--- src/rtl/pipe_stage_bank.sv ---
// pipe_stage_bank: N-stage pipeline register bank (clk, async active-low reset_n; in_valid/in_data/in_halt -> in_ready; stall_vec/flush_vec control; stage_valid/stage_data view; retire_valid/retire_data/num_inst/is_halted; PIPE_PERF_EN adds perf_stall_cnt/perf_flush_cnt)
module pipe_stage_bank #(
  parameter int DATA_W = 32,
  parameter int STAGES = 4,
  parameter int CNT_W  = 16
) (
  input  logic                     clk,
  input  logic                     reset_n,
  input  logic                     in_valid,
  input  logic [DATA_W-1:0]        in_data,
  input  logic                     in_halt,
  output logic                     in_ready,
  input  logic [STAGES-1:0]        stall_vec,
  input  logic [STAGES-1:0]        flush_vec,
  output logic [STAGES-1:0]        stage_valid,
  output logic [STAGES*DATA_W-1:0] stage_data,
  output logic                     retire_valid,
  output logic [DATA_W-1:0]        retire_data,
  output logic [CNT_W-1:0]         num_inst,
  output logic                     is_halted
`ifdef PIPE_PERF_EN
  ,
  output logic [CNT_W-1:0]         perf_stall_cnt,
  output logic [CNT_W-1:0]         perf_flush_cnt
`endif
);
  logic [DATA_W-1:0] data_q [STAGES];
  logic [DATA_W-1:0] data_d [STAGES];
  logic [STAGES-1:0] valid_d, tag_q, tag_d, kill;
  logic accept;
  int s, f;
  assign in_ready = ~is_halted & ~|stall_vec & ~|flush_vec;
  assign accept = in_valid & in_ready;
  assign retire_valid = stage_valid[STAGES-1] & ~is_halted & ~stall_vec[STAGES-1] & ~flush_vec[STAGES-1];
  assign retire_data = data_q[STAGES-1];
  for (genvar g = 0; g < STAGES; g++) begin : g_view
    assign stage_data[g*DATA_W +: DATA_W] = data_q[g];
  end
  always_comb begin
    s = -1;
    f = -1;
    for (int i = 0; i < STAGES; i++) begin
      s = stall_vec[i] ? i : s;
      f = flush_vec[i] ? i : f;
    end
    for (int i = 0; i < STAGES; i++) kill[i] = ~is_halted & (i <= f);
  end
  always_comb begin
    valid_d = stage_valid;
    tag_d = tag_q;
    data_d = data_q;
    if (kill[0]) begin
      valid_d[0] = 1'b0;
      tag_d[0] = 1'b0;
    end else if (!is_halted && s < 0) begin
      valid_d[0] = accept;
      tag_d[0] = accept ? in_halt : tag_q[0];
      data_d[0] = accept ? in_data : data_q[0];
    end
    for (int i = 1; i < STAGES; i++) begin
      if (kill[i]) begin
        valid_d[i] = 1'b0;
        tag_d[i] = 1'b0;
      end else if (!is_halted && i > s) begin
        valid_d[i] = (i == s + 1) ? 1'b0 : stage_valid[i-1];
        tag_d[i] = (i == s + 1) ? 1'b0 : tag_q[i-1];
        data_d[i] = data_q[i-1];
      end
    end
  end
  always_ff @(posedge clk or negedge reset_n) begin
    if (!reset_n) begin
      stage_valid <= '0;
      tag_q <= '0;
      data_q <= '{default: '0};
      num_inst <= '0;
      is_halted <= 1'b0;
    end else begin
      stage_valid <= valid_d;
      tag_q <= tag_d;
      data_q <= data_d;
      num_inst <= num_inst + CNT_W'(retire_valid);
      is_halted <= is_halted | (retire_valid & tag_q[STAGES-1]);
    end
  end
`ifdef PIPE_PERF_EN
  logic [CNT_W:0] flush_sum;
  always_comb begin
    flush_sum = {1'b0, perf_flush_cnt};
    for (int i = 0; i < STAGES; i++) flush_sum = flush_sum + (CNT_W+1)'(kill[i] & stage_valid[i]);
  end
  always_ff @(posedge clk or negedge reset_n) begin
    if (!reset_n) begin
      perf_stall_cnt <= '0;
      perf_flush_cnt <= '0;
    end else begin
      perf_stall_cnt <= perf_stall_cnt + CNT_W'(|stall_vec & ~is_halted & ~&perf_stall_cnt);
      perf_flush_cnt <= flush_sum[CNT_W] ? '1 : flush_sum[CNT_W-1:0];
    end
  end
`endif
endmodule

--- config.mk ---
export PLATFORM = sky130hd
export DESIGN_NAME = pipe_stage_bank
export DESIGN_NICKNAME = d
export VERILOG_FILES = /design/src/rtl/pipe_stage_bank.sv
export SDC_FILE = /design/constraint.sdc
export NUM_CORES = 1
export LEC_CHECK = 0
export BUFFER_PORTS_ARGS = -buffer_cell sky130_fd_sc_hd__buf_4
export CORE_MARGIN = 2
export CORE_UTILIZATION = 25
export DETAILED_ROUTE_END_ITERATION = 10
export GPL_ROUTABILITY_DRIVEN = 0
export SLEW_MARGIN = 30
export SYNTH_ARGS = -nofsm -noshare
export SYNTH_HDL_FRONTEND = slang
export SYNTH_SLANG_ARGS = --single-unit
--- constraint.sdc ---
create_clock -name clk -period 4.35 [get_ports clk]
set_input_delay 0.435 -clock clk [delete_from_list [all_inputs] [get_ports clk]]
set_output_delay 0.435 -clock clk [all_outputs]
set_load 0.02 [all_outputs]
==> run_results.csv <==
group,metric,value,unit
sta,worst_pin_slew,0.745,ns
clocking,cts_max_level,4,
sta,setup_viol,0,
place,io_buffers,226,
power,clkPwrFrac,0.465,
critical_path,worst_setup_path_end_kind,"flop",
clocking,ctsHoldBuffers,0,
synthesis,syn_avg_cell_area,15.4,µm²
finish,mostFrequentLayoutCells,"buf_4 (227), dfrtp_1 (153), mux2_2 (98), mux2_4 (30), clkbuf_16 (17)",
critical_path,slowest_stage,"dfrtp_1",
synthesis,syn_area,6360,µm²
clocking,cts_resized,0,
die,core,25100,µm²
routing,dr_total_vias,4035,
synthesis,synth-warning-count,0,
sta,fin_crit_sh,0.546,
synthesis,yosys.cell_types.count,35,
routing,drt-initial-drc-count,124,
outcome,status,"complete, no violations",
global_route,grt_pass1_vias,4002,
clocking,cts_tree,"done",
clocking,numCtsBuffers,17,
place,dp_hpwl,10.3,mm
sta,hold_viol_final,0,
power,leakage,4.76,nW
global_route,grt_use_total,0.112,
finish,fin_nets,662,
critical_path,critPathLaunchType,"flop",
clocking,cts_setup_buffers,0,
clocking,clock-sinks,153,
routing,drc_errors,0,
finish,drive_gt1_frac,0.629,
critical_path,cp_cell_sequence,"or3_1 > nor2_4 > buf_4 > mux2_2",
sta,worst_hold_slack,0.0190,ns
sta,fin_skew,0.0133,ns
synthesis,synthCells,414,
global_route,grt_max_degree,83,
finish,area_growth,37.2,%
critical_path,worstPathArrival,2.66,ns
die,io_pins,227,
finish,n_fill_cell,2496,
power,switchingPower,0.000753,W
finish,n_antenna_cell,0,
power,ir_drop,0.206,mV
power,p_seq_frac,0.459,
die,die_width,164,µm
routing,ant_nets,0,
finish,final_common_cell,"buf_4",
critical_path,path_class,"flop to flop",
critical_path,timing.rr.start,"is_halted",
sta,layout_min_cycle_time,2.38,ns
clocking,cts_root_buf,"clkbuf_16",
sta,relSlewSlack,0.503,
critical_path,cp.required,4.64,ns
critical_path,critPathMaxFanout,17,
global_route,grt_pass1_wl,23.1,mm
routing,via_per_inst,4.22,
global_route,antenna_found_initial,0,
worst_hold_path,worstHoldPathType,"primary input to asynchronous set/reset pin",
die,die_area,26800,µm²
sta,rsz0062_at_grt,"false",
power,powerDensity,370,nW/µm²
sta,fmax,421,MHz
clocking,clk_pin_slew,0.07,ns
routing,wirelength,15.0,mm
die,num_rows,58,
flow_run,drv_cap,0,
critical_path,worstSetupStartpoint,"is_halted",
sta,setup_tns,0,ns
routing,wire_per_inst,15.7,µm
clocking,clkLatencyLatePin,0.41,ns
power,power.internal,0.00248,W
synthesis,ys_seq_area_frac,0.602,
synthesis,synth_seq_cells,153,
power,switching_share,0.233,
synthesis,synth_nets,463,
sta,report.final.slew_viol_count,0,
global_route,grt-ovfl-total,0,
critical_path,critical_path.max_stage_delay,0.52,ns
finish,final_core_util,0.348,
die,initial_utilization,0.253,
power,p_comb_frac,0.076,
clocking,cts.path.max_buffers,2,
routing,drt_pre_antenna_iters,4,
die,die_h,164,µm
[Yosys cell counts]
cell	instances	share of area
a211oi_1	2	0.0024
a21boi_0	1	0.0012
a21o_1	3	0.0035
a21oi_1	1	0.00079
a22o_1	6	0.0083
and2_1	2	0.0020
and3_1	3	0.0029
and4_1	2	0.0028
buf_12	3	0.0094
buf_2	7	0.0055
buf_4	32	0.038
buf_6	4	0.0071
clkbuf_1	3	0.0018
dfrtp_1	153	0.60
ha_1	5	0.0098
inv_1	4	0.0024
inv_2	1	0.00059
mux2_2	98	0.17
mux2_4	30	0.071
nand2_1	5	0.0029
nand3_1	6	0.0047
nand3_4	1	0.0028
nand4_1	4	0.0039
nor2_1	7	0.0041
nor3_1	5	0.0039
nor4b_1	2	0.0028
nor4bb_1	1	0.0016
o21ai_0	2	0.0016
o21bai_1	1	0.0012
or2_1	1	0.00098
or3_1	3	0.0029
or3_4	1	0.0018
or4_4	1	0.0018
xnor2_1	9	0.012
xor2_1	5	0.0069
[path summary, 6_finish.rpt]
path,to,slack [ns],cells past startpoint
worst max-delay path,stage_data[76],1.97,4
worst min-delay path,stage_data[48],0.02,1
worst max register to register,stage_data[76],1.97,4
worst min register to register,num_inst[15],0.47,1
max in group asynchronous,tag_q[2],3.43,2
min in group clk,stage_data[31],0.25,2
[power by group through the flow]
stage	Combinational, W	Sequential, W	Clock (W)
2_1_floorplan	0.0000793	0.00155	0
3_3_place_gp	0.000251	0.00151	0
3_5_place_dp	0.000253	0.00151	0
4_1_cts	0.000253	0.00148	0.00157
5_1_grt	0.000267	0.00149	0.00163
6_report	0.000247	0.00148	0.00150
[metrics by stage]
stage	std cells	worst slack, ns	total power (W)	instance area [µm²]
2_1_floorplan	414	1.60	0.00162	6360
3_3_place_gp	924	1.75	0.00176	8130
3_5_place_dp	924	1.73	0.00176	8130
4_1_cts	956	1.87	0.00330	8730
5_1_grt	956	1.77	0.00338	8730
6_report	956	1.97	0.00323	8730
[critical path, delay by kind of cell, from the launching register on]
family	cells	cell delay, ns
AND/OR/NAND/NOR	2	0.97
buffers and inverters	1	0.38
multiplexers	1	0.37
flip-flops	1	0.52
[cells by family (layout without fill, tap and decap cells)]
family / count (synthesis) / count (layout) / synth area share
AOI/OAI and AO/OA: 16 / 16 / 0.0189
xor gates and xnor gates: 14 / 14 / 0.0193
adders and majority gates: 5 / 5 / 0.00983
and+or+nand+nor: 44 / 44 / 0.0419
buffers and inverters: 54 / 266 / 0.0645
muxes: 128 / 128 / 0.244
DFF: 153 / 153 / 0.602
[state kept, by name (all words and copies together) (netlist names)]
register	flops
retire_data	32
tag_q	4
is_halted	1
stage_data	96
num_inst	16
stage_valid	4
[layer usage]
layer  part of all wire  vias up  GRT usage
li1                   -     1832          -
met2               0.48      130      0.177
met1               0.45     2064      0.148
met4              0.013        0     0.0327
met5                  0        -          0
met3              0.056        9     0.0328
[area by class of cell]
type | instances | area [µm²] | area share
timing repair buffer | 229 | 1740 | 0.199
sequential | 153 | 3830 | 0.438
clock buffer | 22 | 484 | 0.0554
multi-input combinational | 207 | 2140 | 0.245
tap | 330 | 413 | 0.0473
clock inverter | 10 | 116 | 0.0133
inverter | 5 | 18.8 | 0.00215
Note: power is estimated with default switching activity, not from simulation.
